--- config.mk ---
export PLATFORM = sky130hd
export DESIGN_NAME = queue_level_encoder
export DESIGN_NICKNAME = d
export VERILOG_FILES = /design/src/rtl/queue_level_encoder.sv
export SDC_FILE = /design/constraint.sdc
export NUM_CORES = 1
export LEC_CHECK = 0
export CAP_MARGIN = 10
export CORE_AREA = 8 8 116 118
export DETAILED_ROUTE_END_ITERATION = 10
export DIE_AREA = 0 0 124 126
export DONT_BUFFER_PORTS = 1
export HOLD_SLACK_MARGIN = 0.15
export PLACE_DENSITY = 0.59
export SKIP_LAST_GASP = 1
export SLEW_MARGIN = 10
export SYNTH_ARGS = -nofsm -noshare
export SYNTH_HDL_FRONTEND = slang
export SYNTH_SLANG_ARGS = --single-unit
--- constraint.sdc ---
create_clock -name clk -period 2.6 [get_ports clk]
set_input_delay 0.26 -clock clk [delete_from_list [all_inputs] [get_ports clk]]
set_output_delay 0.26 -clock clk [all_outputs]
set_load 0.02 [all_outputs]
--- src/rtl/queue_level_encoder.sv ---
// Per-lane vehicle occupancy counters driven by edge-detected arrival/departure
// sensors, quantized into congestion levels and snapshotted on request.
module queue_level_encoder #(
    parameter int L_WIDTH   = 4,
    parameter int C_WIDTH   = 8,
    parameter int LVL_SHIFT = 2
) (
    input  logic               clk,
    input  logic               rst,
    input  logic [3:0]         arr,
    input  logic [3:0]         dep,
    input  logic               sample_req,
    input  logic               clr_counts,
    output logic [L_WIDTH-1:0] L0,
    output logic [L_WIDTH-1:0] L1,
    output logic [L_WIDTH-1:0] L2,
    output logic [L_WIDTH-1:0] L3,
    output logic               l_valid,
    output logic [3:0]         sat_flag,
    output logic [3:0]         unf_flag
);

    localparam int NL      = 4;
    localparam int EW      = (C_WIDTH > L_WIDTH) ? C_WIDTH : L_WIDTH;
    localparam int LVL_MAX = (2 ** L_WIDTH) - 1;
    localparam logic [C_WIDTH-1:0] CNT_MAX = '1;

    logic [3:0]         arr_q, arr_d, dep_q, dep_d;
    logic [3:0]         a_ev, d_ev;
    logic [C_WIDTH-1:0] cnt_q [NL];
    logic [C_WIDTH-1:0] cnt_d [NL];
    logic [C_WIDTH-1:0] cnt_n [NL];
    logic [L_WIDTH-1:0] lvl_q [NL];
    logic [L_WIDTH-1:0] lvl_d [NL];
    logic [L_WIDTH-1:0] lvl_n [NL];
    logic               l_valid_q, l_valid_d;
    logic [3:0]         sat_q, sat_d, unf_q, unf_d;

    // Edge registers reset high so a line already asserted at release is not an event.
    assign arr_d = arr;
    assign dep_d = dep;
    assign a_ev  = arr & ~arr_q;
    assign d_ev  = dep & ~dep_q;

    // cnt_n carries this cycle's events; the clear is applied only on the way into cnt_q.
    always_comb begin
        sat_d = sat_q;
        unf_d = unf_q;
        for (int i = 0; i < NL; i++) begin
            cnt_n[i] = cnt_q[i];
            case ({a_ev[i], d_ev[i]})
                2'b10: begin
                    if (cnt_q[i] == CNT_MAX) begin
                        if (!clr_counts) sat_d[i] = 1'b1;
                    end else begin
                        cnt_n[i] = cnt_q[i] + C_WIDTH'(1);
                    end
                end
                2'b01: begin
                    if (cnt_q[i] == '0) begin
                        if (!clr_counts) unf_d[i] = 1'b1;
                    end else begin
                        cnt_n[i] = cnt_q[i] - C_WIDTH'(1);
                    end
                end
                default: ;
            endcase
            cnt_d[i] = clr_counts ? '0 : cnt_n[i];
        end
    end

    generate
        for (genvar gi = 0; gi < NL; gi++) begin : g_lvl
            logic [EW-1:0] shifted;
            assign shifted   = EW'(cnt_n[gi]) >> LVL_SHIFT;
            assign lvl_n[gi] = (shifted > EW'(LVL_MAX)) ? L_WIDTH'(LVL_MAX)
                                                        : shifted[L_WIDTH-1:0];
        end
    endgenerate

    always_comb begin
        l_valid_d = sample_req;
        for (int i = 0; i < NL; i++) begin
            lvl_d[i] = sample_req ? lvl_n[i] : lvl_q[i];
        end
    end

    always_ff @(posedge clk or posedge rst) begin
        if (rst) begin
            arr_q     <= 4'hF;
            dep_q     <= 4'hF;
            l_valid_q <= 1'b0;
            sat_q     <= '0;
            unf_q     <= '0;
            for (int i = 0; i < NL; i++) begin
                cnt_q[i] <= '0;
                lvl_q[i] <= '0;
            end
        end else begin
            arr_q     <= arr_d;
            dep_q     <= dep_d;
            l_valid_q <= l_valid_d;
            sat_q     <= sat_d;
            unf_q     <= unf_d;
            for (int i = 0; i < NL; i++) begin
                cnt_q[i] <= cnt_d[i];
                lvl_q[i] <= lvl_d[i];
            end
        end
    end

    assign L0       = lvl_q[0];
    assign L1       = lvl_q[1];
    assign L2       = lvl_q[2];
    assign L3       = lvl_q[3];
    assign l_valid  = l_valid_q;
    assign sat_flag = sat_q;
    assign unf_flag = unf_q;

endmodule
; ---- Yosys cells after proc, flatten, opt, wreduce, memory -nomap -nowiden
; Cells that the tools add are included.
[word_totals]
output_inout_bits = 25
regBits = 65
wordCells = 100
[op_classes]
mux = 20
order_cmp = 4
bitwise_logic = 5
add_sub_neg = 8
eq_ne = 20
n_reduce_logical = 20
[op_table]
columns = operator, count
row1 = $mux 8, 12
row2 = $pmux 8 s2, 4
row3 = $reduce_and 3->1, 12
row4 = $add 8x1->8 const B, 4
row5 = $eq 8x8->1 const B, 4
row6 = $logic_not 8->1, 4
row7 = $sub 8x1->8 const B, 4
row8 = $gt 6x4->1 const B, 4
row9 = $ne 3x3->1 const B, 8
row10 = $mux 4, 4
row11 = $reduce_bool 3->1, 4
row12 = $and 4x4->4, 2
row13 = $eq 2x1->1 const B, 4
row14 = $eq 2x2->1 const B, 4
row15 = $not 4->4, 2
row16 = $not 1->1, 1

; ---- Longest topological paths before layout
; Gate-level depths: netlist of run 1.
[logic_depth]
ltp_word = 6
mapped_depth = 8

; ---- Worst setup path before layout of run 1
; Ideal clock, no wire load.
[synth_path]
kind = flip-flop to flip-flop
startpoint = register cnt_q[24] (netlist bit)
endpoint = register lvl_q, in the netlist L0[0]
synth_period_minus_slack_ns = 2.146
path_stages_with_launch = 8
required_ns = 2.462
setup_time_ns = 0.138
arrival_time_ns = 2.008
setup_slack_ns = 0.454
n_path_buf = 0
cell_sequence = dfrtp_1 > inv_1 > ha_1 > or3b_1 > a2111oi_1 > o22ai_1 > a2111oi_4 > a21oi_1
[synth_via]
elab_chain_len = 5
elab_cells_between_ends = 9
[synth_lines]
columns = element, line
row1 = from (decl), 30  ; logic [C_WIDTH-1:0] cnt_q [NL];
row2 = "from (signal, indexed assignment)", 106  ; cnt_q[i] <= cnt_d[i];
row3 = "$sub 8x1->8, or another cell as far along", 63  ; cnt_n[i] = cnt_q[i] - C_WIDTH'(1);
row4 = "$mux 8, on equally long branches", "60, 53"
row5 = $pmux 8 s2 *, 51  ; case ({a_ev[i], d_ev[i]})
row6 = $gt 6x4->1, 76  ; assign lvl_n[gi] = (shifted > EW'(LVL_MAX)) ? L_WIDTH'(LVL_MAX)
row7 = $mux 4 *, 76
row8 = "to (signal, indexed assignment)", 107  ; lvl_q[i] <= lvl_d[i];
row9 = to (decl), 33  ; logic [L_WIDTH-1:0] lvl_q [NL];
; Mark *: on every way between the ends. The rest lies on a longest branch, timed or not. The select of a mux whose other input is x is not followed.
; A chain may end at the register's enable or synchronous reset.

; ---- Final worst setup path of run 1
[layout_path]
startpoint = register cnt_q[24] (netlist bit)
endpoint = register lvl_q, in the netlist L0[3]
; The elaborated chain is that of the path after synthesis.

==> results of run 1 <==
==> repair_timing <==
action | in CTS | in global routing
buffers inserted | 0 | 0
resized for setup | 0 | 2
hold buffers | 11 | 0
endpoints found under the setup margin | 0 | 4
hold endpoints to repair | 83 | 0
==> synth_stat cells (11+ instances only) <==
master	number	area, um^2
a21oi_1	31	155
clkbuf_1	29	109
dfrtp_1	57	1430
ha_1	20	250
inv_1	35	131
nand2_1	20	75.1
nand2b_1	11	68.8
nand3_1	15	75.1
nor2_1	63	236
nor2b_1	11	68.8
nor3_1	17	85.1
o21ai_0	18	90.1
==> power by group through the flow <==
stage,combinational (mW),clock [mW],sequential [mW]
after floorplan,0.243,0,1.13
after global placement,0.289,0,1.16
after detailed placement,0.293,0,1.16
after CTS,0.326,1.23,1.14
after global routing,0.369,1.26,1.14
final,0.327,1.19,1.14
==> metrics by stage <==
step | hold WS, ns | instance area [um^2]
final | 0.214 | 4950
after global routing | 0.228 | 4950
after CTS | 0.206 | 4940
after floorplan | 0.264 | 4420
after global placement | 0.250 | 4530
after detailed placement | 0.252 | 4530
==> sequential cells by signal (all words and copies together), names as in the netlist <==
name      count
unf_flag      4
dep_q         4
L0            4
L2            4
cnt_q        32
sat_flag      4
arr_q         4
l_valid       1
L3            4
L1            4
==> final timing paths <==
| check | slack [ns] | end |
|---|---|---|
| worst max-delay path | 0.22 | L0[3] |
| worst min-delay path | 0.21 | L0[1] |
| worst max register to register | 0.22 | L0[3] |
| worst min register to register | 0.59 | cnt_q[25] |
| max in group asynchronous | 1.47 | arr_q[3] |
| min in group asynchronous | 0.46 | cnt_q[25] |
==> logic make-up after synthesis <==
logic type	Yosys count	synth area share, %
fa+ha+maj	20	5.66
compound gates	143	23.9
mux	15	3.54
simple gates	196	23.7
flops	65	37.0
buf+inv	70	6.25
==> layout make-up <==
class | instances | area [um^2] | area share [%]
Multi-Input combinational cell | 374 | 2520 | 50.8
Sequential cell | 65 | 1640 | 33.1
Clock buffer | 13 | 250 | 5.05
Timing Repair Buffer | 19 | 193 | 3.89
Tap cell | 147 | 184 | 3.71
Inverter | 35 | 131 | 2.65
Clock inverter | 3 | 40.0 | 0.809
==> routing by layer <==
metal	wire (um)	vias to the layer above	GRT usage, %
met5	0	-	0
met4	236	0	6.44
met3	688	18	3.89
met2	5780	122	25.5
met1	5360	1936	20.6
li1	-	1868	-
==> worst max-delay path: cells and delay by family (launching register included) <==
kind,cells,cell delay [ns]
AOI/OAI and AO/OA,3,0.93
DFF,1,0.42
and+or+nand+nor,1,0.26
muxes,1,0.36
adders and majority gates,1,0.28
==> metrics.cfg, run 1 <==
[power_and_ir_drop]
switching_power_mw=0.703
intPower_mw=1.95
power_density_nw_per_um2=536
power_frac_comb_pct=12.3
p_leak_nw=2.09
ir_drop_uv=556
total_power_mw=2.65
power.share.switching_pct=26.5
clockPowerShare_pct=44.8
pwr-share-seq_pct=42.9

[clock_tree]
clk_pin_slew_ns=0.06
cts-root-buf=clkbuf_16
htree_levels=3
cts_tree=done
clk_latency_ns=0.33
clockBufferDepth=2
clock_sinks=65
numCtsBuffers=9

[worst_setup_path]
cp-start-kind=flip-flop
critPathMaxStageDelay_ns=0.46
required_ns=2.79
crit_path_top_delay_cell=a211oi_1
cp_max_fo=7
arrival_ns=2.58
crit_chain=ha_1, and2_1, a311oi_1, mux2_1, a211oi_1, a21oi_1
crit_start=cnt_q[24]
r2r_start=cnt_q[24]
cp-end-kind=flip-flop
path_class=reg -> reg
rr_worst_depth=6

[sta]
relSlewSlack_pct=34.9
setup_viol_count_final=0
slew_violations=0
fmax_mhz=419
setup_tns_ns=0
clock_skew_ns=0.00480
tightest_slew_ns=0.973
finalHoldViolCount=0
final.setup.worst_slack_ns=0.216
period_needed_ns=2.38
fin_crit_sh_pct=91.7
grt_setup_unrepaired=no

[global_routing]
grt_pass1_wl_um=20100
grt_max_degree=40
antenna_found_initial=0
grt-ovfl-total=0
grt_use_total_pct=16.2
grt_pass1_vias=3856

[finish]
n_antenna_cell=0
final_cells=656
finalNetCount=536
final_cell_mix=nor2_1, dfrtp_1, inv_1
fillCellCount=1164
fin_util_pct=42.3
drive_gt1_share_pct=9.04
area_delta_synth_final_pct=12.0
layout_commonest_cell=nor2_1

[floorplanning]
core_area_um2=11700
fp-row-count=40
initial_core_util_pct=37.8
die_h_um=126
die-area_um2=15600
fp.dieW_um=124
io_pins=37

[logic_synthesis]
synth_area_um2=4420
ys_seq_area_share_pct=37.0
synthCells=509
synth_cell_types=76
syn_nets=541
async_flop_share_pct=100
synth_edf_count=0
synth_ff_type=dfrtp_1
postSynthAreaPerCell_um2=8.69
synth_warnings=0
synth-seq-cells=65

[placement]
dp_hpwl_um=8370
post-place-ws_ns=0.221
io_buffer_count=0
placed_cells=629
gp_congestion=0.904

[drt]
vias_per_cell=6.01
detail-route-antenna-nets=0
num_vias=3944
drtIter0Drc=280
wl_per_cell_um=18.4
drc=0
dr.pass1.iters=5
wirelength_um=12100

[run_status]
outcome=finished clean

[worst_hold_path]
worstHoldPathType=in -> reg
hold_path_depth=3
worstHoldStart=sample_req

[flow_run]
cap_violations=0

Power figures use the tool's default switching activity.
==> run 2: changes to the inputs <==
--- a/config.mk
+++ b/config.mk
@@ -7,6 +7,7 @@
 export LEC_CHECK = 0
 export CAP_MARGIN = 10
 export CORE_AREA = 8 8 116 118
+export CTS_BUF_LIST = sky130_fd_sc_hd__clkbuf_8
 export DETAILED_ROUTE_END_ITERATION = 10
 export DIE_AREA = 0 0 124 126
 export DONT_BUFFER_PORTS = 1
==> metrics.cfg, run 2 (same netlist as run 1, synthesis figures left out) <==
[worst_hold_path]
worstHoldPathType=in -> reg

[sta]
setup_viol_count_final=0
finalHoldViolCount=0
clock_skew_ns=0.00955
period_needed_ns=2.38
fmax_mhz=421
tightest_slew_ns=1.00
slew_violations=0
grt_setup_unrepaired=no
fin_crit_sh_pct=91.4
setup_tns_ns=0
relSlewSlack_pct=33.0

[finish]
fillCellCount=1179
seqCellArea_um2=1640
stdcell_area_um2=4850
layout_commonest_cell=nor2_1
largest-register=cnt_q
final_cell_mix=nor2_1, dfrtp_1, inv_1
drive_gt1_share_pct=9.04
largest_register_ffs=32
multi_input_area_um2=2520
n_antenna_cell=0
area_delta_synth_final_pct=9.68
finalNetCount=536

[global_routing]
grt_pass1_vias=3855
grt_max_degree=40
grt_pass1_wl_um=20100
grt-ovfl-total=0
antenna_found_initial=0
grt_use_total_pct=16.2

[placement]
place_area_um2=4530
dp_hpwl_um=8370
gp_congestion=0.904
io_buffer_count=0

[drt]
detail-route-antenna-nets=0
wl_per_cell_um=18.4
num_vias=3918
drtIter0Drc=301
drc=0
dr.pass1.iters=5
wirelength_um=12100
vias_per_cell=5.97

[worst_setup_path]
rr_worst_depth=7
r2r_start=dep_q[1]
cp-endpoint=L1[0]
arrival_ns=2.60
required_ns=2.83
timing.rr.end=L1[0]
crit_start=dep_q[1]
r2r_slack_ns=0.22
cp-start-kind=flip-flop
cp_max_fo=12
path_class=reg -> reg
cp-end-kind=flip-flop

[power_and_ir_drop]
power_density_nw_per_um2=475
p_leak_nw=2.05
ir_drop_uv=372

[flow_run]
cap_violations=0

[clock_tree]
clk_pin_slew_ns=0.07
cts_tree=done
clockBufferDepth=2
numCtsBuffers=9
cts-root-buf=clkbuf_8
htree_levels=3
clk_latency_ns=0.35
clock_sinks=65

[floorplanning]
io_pins=37
fp.dieW_um=124
initial_core_util_pct=37.8
die_h_um=126
fp-row-count=40
die-area_um2=15600
core_area_um2=11700

[run_status]
outcome=finished clean

## run 2: timing repair
action | in CTS | in global routing
gates resized for setup | 0 | 2
hold buffers | 11 | 0
buffers inserted | 0 | 0
endpoints found under the setup margin | 0 | 4
endpoints found under the hold margin | 83 | 0
## run 2: cell type report
class / count / area share, %
tap: 147 / 3.79
inverter: 35 / 2.71
clock inverter: 6 / 1.06
timing repair buffer: 19 / 3.97
clock buffer: 10 / 2.84
multi-input combinational: 374 / 51.9
sequential: 65 / 33.7
## run 2: layer usage
layer  global-route usage (%)  share of wire, %  vias up
met5                        0                 0        -
met4                     5.88               1.9        0
met3                     4.16               6.0       19
met2                     25.5                48      128
met1                     20.7                44     1904
li1                         -                 -     1867
## run 2: critical path: stages (launching register included)
cell	delay [ns]
dfstp_2	0.51
nor2b_1	0.05
ha_1	0.45
nor4_1	0.41
a21oi_1	0.12
a31oi_1	0.25
o2111a_1	0.35
a31oi_1	0.11
## run 2: worst min-delay path by stage
stage                           from          end  depth (start not counted)
after floorplan               arr[0]     arr_q[0]                          0
after global routing      sample_req        L0[1]                          3
after detailed placement         rst  sat_flag[3]                          1
after global placement           rst  sat_flag[3]                          1
final                     sample_req        L0[0]                          3
after CTS                 clr_counts    cnt_q[18]                          2
## run 2: power by group
group	switching, mW	internal [mW]	leakage (nW)	total (mW)
registers	0.0779	1.06	0.830	1.14
logic	0.201	0.126	1.11	0.327
clock network	0.385	0.455	0.110	0.840
total	0.664	1.64	2.05	2.30
## run 2: metrics by stage
stage / instances / util [%] / hold slack [ns] / setup WS, ns / power [mW]
floorplan: 509 / - / 0.264 / 0.454 / 1.38
global placement: 629 / 38.7 / 0.250 / 0.266 / 1.45
detailed placement: 629 / 38.7 / 0.252 / 0.221 / 1.45
CTS: 656 / 41.3 / 0.168 / 0.149 / 2.35
global route: 656 / 41.4 / 0.191 / 0.0489 / 2.43
finish: 656 / 41.4 / 0.194 / 0.223 / 2.30
